**src/rtl/cu_rf.sv**
```systemverilog
// Compute-unit register file: one crossbar write port, two registered
// read ports with write-first bypass and stall hold.
module cu_rf #(
  parameter int DATA_WIDTH    = 16,
  parameter int ADDRESS_WIDTH = 4
) (
  input  logic                     clk_dcd,
  input  logic                     rst_n,
  input  logic                     ps_xb_stall,
  input  logic [ADDRESS_WIDTH-1:0] ps_xb_wadd,
  input  logic [ADDRESS_WIDTH-1:0] ps_xb_raddx,
  input  logic [ADDRESS_WIDTH-1:0] ps_xb_raddy,
  input  logic                     xb_rf_w_En,
  input  logic [DATA_WIDTH-1:0]    xb_rf_dt,
  output logic [DATA_WIDTH-1:0]    rf_xb_dtx,
  output logic [DATA_WIDTH-1:0]    rf_xb_dty,
  output logic [7:0]               rf_xb_wr_cnt
);

  localparam int DEPTH = 2 ** ADDRESS_WIDTH;

  logic [DATA_WIDTH-1:0] regs [DEPTH];
  logic [DATA_WIDTH-1:0] rd_x;
  logic [DATA_WIDTH-1:0] rd_y;
  logic                  hit_x;
  logic                  hit_y;

  assign hit_x = xb_rf_w_En && (ps_xb_raddx == ps_xb_wadd);
  assign hit_y = xb_rf_w_En && (ps_xb_raddy == ps_xb_wadd);

  always_comb begin
    rd_x = regs[ps_xb_raddx];
    rd_y = regs[ps_xb_raddy];
    if (hit_x) rd_x = xb_rf_dt;
    if (hit_y) rd_y = xb_rf_dt;
  end

  always_ff @(posedge clk_dcd or negedge rst_n) begin
    if (!rst_n) begin
      for (int i = 0; i < DEPTH; i++) regs[i] <= '0;
    end else if (xb_rf_w_En) begin
      regs[ps_xb_wadd] <= xb_rf_dt;
    end
  end

  // Writes and the counter ignore stall; only the read registers freeze.
  always_ff @(posedge clk_dcd or negedge rst_n) begin
    if (!rst_n) begin
      rf_xb_wr_cnt <= '0;
    end else if (xb_rf_w_En) begin
      rf_xb_wr_cnt <= rf_xb_wr_cnt + 8'd1;
    end
  end

  always_ff @(posedge clk_dcd or negedge rst_n) begin
    if (!rst_n) begin
      rf_xb_dtx <= '0;
      rf_xb_dty <= '0;
    end else if (!ps_xb_stall) begin
      rf_xb_dtx <= rd_x;
      rf_xb_dty <= rd_y;
    end
  end

endmodule

```
**config.mk**
```make
export PLATFORM = sky130hd
export DESIGN_NAME = cu_rf
export DESIGN_NICKNAME = d
export VERILOG_FILES = /design/src/rtl/cu_rf.sv
export SDC_FILE = /design/constraint.sdc
export NUM_CORES = 1
export LEC_CHECK = 0
export ABC_AREA = 1
export CAP_MARGIN = 20
export CORE_MARGIN = 5
export CORE_UTILIZATION = 55
export DETAILED_ROUTE_END_ITERATION = 10
export GPL_TIMING_DRIVEN = 0
export MAX_ROUTING_LAYER = met4
export PLACE_DENSITY = 0.73
export SETUP_SLACK_MARGIN = 0.02
export SLEW_MARGIN = 0
export SYNTH_ARGS = -nofsm -noshare
export SYNTH_HDL_FRONTEND = slang
export SYNTH_SLANG_ARGS = --single-unit
```
**constraint.sdc**
```tcl
create_clock -name clk_dcd -period 3 [get_ports clk_dcd]
set_input_delay 0.6 -clock clk_dcd [delete_from_list [all_inputs] [get_ports clk_dcd]]
set_output_delay 0.6 -clock clk_dcd [all_outputs]
set_load 0.03 [all_outputs]
```
==> results.json <==
{
  "clkTransAtPathRegs_ns": 0.05,
  "grt_use_total": 0.417,
  "syn_area_per_cell_sq_um": 6.78,
  "final_area_sq_mm": 0.0194,
  "grt_max_degree": 119,
  "leakage_nw": 10.0,
  "drc": 0,
  "fp.coreArea_sq_mm": 0.0306,
  "io_pins": 72,
  "hold_viol": 0,
  "numCtsBuffers": 34,
  "vias": 18204,
  "dp.cells": 2970,
  "ys_seq_area_frac": 0.436,
  "cts_tree": "built",
  "fin_skew_ns": 0.0209,
  "grt_pass1_wl_um": 104000,
  "grt_pass1_vias": 16475,
  "start_util": 0.556,
  "hold_buffers": 0,
  "crit_path_max_fanout": 12,
  "overflow": 0,
  "cap_viol_max_count": 0,
  "synth_area_sq_mm": 0.0170,
  "clk-insertion-delay-late_ns": 0.52,
  "vdd_drop_max_mv": 0.746,
  "setup.worst_path.start": "ps_xb_raddx[1]",
  "maxSlewViolCount": 0,
  "routabilityCongestion": 1.14,
  "arrival_ns": 2.97,
  "ys_types": 22,
  "nNetsFinal": 2645,
  "rr_endpoint": "rf_xb_dtx[8]",
  "worstMarginPinSlew_ns": 1.24,
  "grt_antenna_before_repair": 1,
  "die_w_um": 186,
  "drtAntennaViolNets": 0,
  "synth_fp_nets": 2539,
  "rsz0062_at_grt": "no",
  "dieArea_sq_mm": 0.0345,
  "cts_resized": 0,
  "root_buffer": "clkbuf_16",
  "cts.sinks": 296,
  "power.density_mw_per_mm2": 699,
  "required_ns": 3.45,
  "regArea_sq_mm": 0.00741,
  "setup_viol": 0,
  "critPathKind": "primary input to flop",
  "area_growth_pct": 14.4,
  "nFillCells": 2759,
  "routed_wl_um": 70200,
  "detail_route.wl_per_cell_um": 23.2,
  "synth_seq_cells": 296,
  "viasPerCell": 6.00,
  "finalCritPeriodShare": 0.841,
  "status": "finished clean",
  "final_util": 0.635,
  "cts_setup_buffers": 0,
  "rows": 64,
  "relSlewSlack": 0.173,
  "cts.htree.levels": 2,
  "r2r_setup_slack_ns": 1.38,
  "hold_class": "primary input to asynchronous set/reset pin",
  "firstDrtPassIters": 9,
  "die-height_um": 186,
  "ys_warn_count": 0,
  "dpl.hpwl_um": 51800,
  "hold_ws_ns": 0.0856,
  "multiInputGateArea_sq_mm": 0.00753,
  "portBuffers": 66,
  "reg2regPathDepth": 8,
  "timing.fmax_ghz": 0.396,
  "postSynthCellCount": 2506,
  "drt_iter0_markers": 2943,
  "startpoint_type": "primary input",
  "r2r_start": "regs[8]",
  "end_kind": "flop",
  "cts_buffer_depth": 3,
  "placed_cell_area_sq_mm": 0.0182,
  "min_period_ns": 2.52,
  "final_layout_size_suffix_gt1_frac": 0.0733,
  "stdcell_count": 3032
}
[layout make-up]
type	instances	share of cell area
multi-input cells	1704	0.388
flip-flops and latches	296	0.381
inverters	326	0.0630
clock buffers	45	0.0496
plain buffers	180	0.0428
repair buffers	70	0.0384
well taps	396	0.0255
clock inverters	13	0.0119
diodes	2	0.000257
[through the flow]
| step | total power [mW] | setup TNS, ns | setup WS, ns |
|---|---|---|---|
| 2_1_floorplan | 7.48 | 0 | 1.39 |
| 3_3_place_gp | 8.78 | -3273.00 | -11.11 |
| 3_5_place_dp | 8.91 | 0 | 0.134 |
| 4_1_cts | 13.4 | 0 | 0.608 |
| 5_1_grt | 14.1 | 0 | 0.465 |
| 6_report | 13.6 | 0 | 0.476 |
[how the worst max path moves through the flow]
stage                     slack [ns]             to
final                           0.48   rf_xb_dtx[8]
after global routing            0.46   rf_xb_dtx[9]
after CTS                       0.61      regs[182]
after detailed placement        0.13      regs[181]
after global placement        -11.11      regs[231]
after floorplan                 1.39  rf_xb_dty[11]
[per-layer routing]
metal  global-route usage  vias to the layer above  share of wire  wire length, um
li1                     -                     8089              -                -
met1                0.601                     8541           0.41            28500
met2                0.555                     1369           0.39            27600
met3                0.116                      205           0.15            10400
met4                0.171                        0          0.054             3770
met5                    -                        -              0                0
[Yosys cell counts, drive strengths merged]
cell,number,share of area
xor2,5,0.0026
inv,326,0.072
o21bai,16,0.0093
nor2,22,0.0060
buf,118,0.035
o21ai,275,0.081
xnor2,3,0.0015
ha,1,0.00074
nand3,488,0.14
nand4,3,0.0011
clkbuf,62,0.014
nor3,1,0.00059
dfrtp,296,0.44
nand2,890,0.20
[cells in the final DEF, fill, tap and decap left out, types with 10 or more instances in the layout]
cell	netlist	layout
nand2_1	889	889
o21ai_1	26	26
nor2_1	14	14
inv_2	10	10
inv_1	316	316
dfrtp_1	296	296
clkbuf_1	62	67
o21ai_0	249	249
nand3_1	488	488
clkdlybuf4s50_1	0	65
o21bai_2	10	10
clkbuf_16	0	35
buf_1	13	13
buf_2	98	98
[flip-flops by register name (all words and copies together) (netlist names)]
name          flops
rf_xb_dty        16
rf_xb_dtx        16
regs            256
rf_xb_wr_cnt      8
[worst max-delay path, stage by stage]
cell and delay, ns:
clkdlybuf4s50_1 0.59, buf_2 0.45, buf_2 0.32, nand3_1 0.12
nand3_1 0.15, nand3_1 0.33, nand3_1 0.29, nand2_1 0.07
nand2_1 0.05
[where the power goes]
group          internal [mW]  switching (mW)  leakage [nW]
registers               4.86           0.475          3.65
logic                   1.13            2.60          5.81
clock network           2.78            1.74         0.579
[cells by family after synthesis]
| family | after synthesis | share of synthesized area |
|---|---|---|
| AND/OR/NAND/NOR | 1404 | 0.348 |
| buffers and inverters | 506 | 0.121 |
| flip-flops | 296 | 0.436 |
| AO/OA/AOI/OAI | 291 | 0.0903 |
| XOR/XNOR | 8 | 0.00412 |
| adder cells (fa/ha/maj) | 1 | 0.000736 |
Note: power is estimated with default switching activity, not from simulation.
==> variant (same settings) <==
`ADDRESS_WIDTH`: 4 -> 3.
--- a/src/rtl/cu_rf.sv
+++ b/src/rtl/cu_rf.sv
@@ -2,7 +2,7 @@
 // read ports with write-first bypass and stall hold.
 module cu_rf #(
   parameter int DATA_WIDTH    = 16,
-  parameter int ADDRESS_WIDTH = 4
+  parameter int ADDRESS_WIDTH = 3
 ) (
   input  logic                     clk_dcd,
   input  logic                     rst_n,
Interface: changed (resized ps_xb_raddx, ps_xb_raddy and ps_xb_wadd); port bits go from 72 to 69. No check against the original RTL was run, so the function may have changed too.
==> variant against the original RTL <==
Combinational power fell by 50%; worst setup slack improved by 250 ps; critical path type unchanged; synthesized area fell by 46%; sequential share of layout area rose by 1.2 points; clock power fell by 50%; fmax rose by 11%; wire length fell by 51%; cell area fell by 45%; total power fell by 47%; count of clock-buffer cells in the layout fell by 20; sequential cell count fell by 128; global-route usage fell by 5.5 points.
==> variant: results <==
[global_route]
grt_pass1_vias = 8958
grt_pass1_wl_mm = 51.89
grt_start_max_net_pins = 89
antenna_found_initial = 0
grt_usage_pct = 36.21

[power_and_ir_drop]
ir_worst_vdd_uv = 474.6
leakage_nw = 5.234

[clock_tree]
cts_made_buffers = 17
htreeDepth = 4
clk_path_buf_depth = 2
postCtsSetupBuffers = 0

[place]
post_dp_cell_area_mm2 = 0.01011
pre_cts_slack_ps = 494.6
dp_hpwl_mm = 22.72
io_buffers = 63

[sta]
slew_headroom_pct = 39.47
skew_ps = 9.633

[route]
first_pass_iters = 7
viasPerCell = 5.956
drt_iter0_markers = 1490
wl_mm = 34.11

[layout]
drive_above_1_share_pct = 8.363
num-nets-final = 1404
multi_input_area_mm2 = 0.004230
antenna_cells = 0
fillers = 1525

[worst_setup_path]
r2r-start = "rf_xb_wr_cnt[0]$_DFFE_PN0P_"
cp_data_required_time_ps = 3350
worst-path-max-fanout = 10

[status]
run_status = "completed"

[yosys]
synth_xor_area_share_pct = 0.6683
synth_common_cells = "492 x nand2_1, 229 x nand3_1, 168 x dfrtp_1, 123 x o21ai_0, 73 x inv_1"
synth_compound_area_share_pct = 9.138
yosysSeqAreaShare_pct = 45.83
avgSynthCellArea_um2 = 7.106
synth_nets = 1321
synth-adder-area-share_pct = 0.1364
ys_types = 29
synth.area.top_cells = "dfrtp_1 46%, nand2_1 20%, nand3_1 12%"
==> variant: cell count changes after synthesis, moves of 59 or more <==
| cell | change |
|---|---|
| nand2_1 | -397 |
| nand3_1 | -259 |
| dfrtp_1 | -128 |
| buf_2 | -59 |
| o21ai_0 | -126 |
| inv_1 | -243 |
==> variant: logic make-up (layout without fill, tap and decap cells) <==
family,Yosys count,after routing
compound gates,160,160
flops,168,168
fa+ha+maj,1,1
xor+xnor,7,7
buf+inv,175,271
simple gates,780,780
==> variant: report_power, final <==
part	internal, mW	switching (mW)	total (mW)
clock	1.33	0.941	2.27
combinational	0.690	1.18	1.87
sequential	2.71	0.352	3.07
total	4.74	2.47	7.21
==> variant: final cells by class <==
type	instances	share of cell area (%)
well taps	220	2.571
clock inverters	7	0.8413
repair buffers	64	6.193
clock buffers	25	4.721
inverters	91	3.248
plain buffers	84	3.657
multi-input cells	948	39.51
flip-flops and latches	168	39.26
==> variant: metal layers <==
metal	GRT usage, %	vias to the layer above	routed length [um]
li1	-	4305	-
met1	45.38	4430	12650
met2	53.69	699	15160
met3	10.62	138	4397
met4	18.07	0	1897
met5	-	-	0
==> variant: worst max-delay path, stage by stage <==
cell,delay [ps]
clkdlybuf4s50_1,550
inv_2,140
nor2_1,60
nand2_1,260
clkbuf_1,730
nand2_1,150
o21ai_0,130
==> variant: path summary, 6_finish.rpt <==
kind	end	cells past startpoint	slack, ps
setup reg to reg	rf_xb_wr_cnt[6]$_DFFE_PN0P_	5	1630
max in group asynchronous	rf_xb_dty[5]$_DFFE_PN0N_	2	2000
hold reg to reg	rf_xb_wr_cnt[7]$_DFFE_PN0P_	1	470
setup / recovery	regs[82]$_DFFE_PN0P_	7	730
min in group clk_dcd	rf_xb_wr_cnt[0]$_DFFE_PN0P_	2	400
hold / removal	regs[34]$_DFFE_PN0P_	1	140
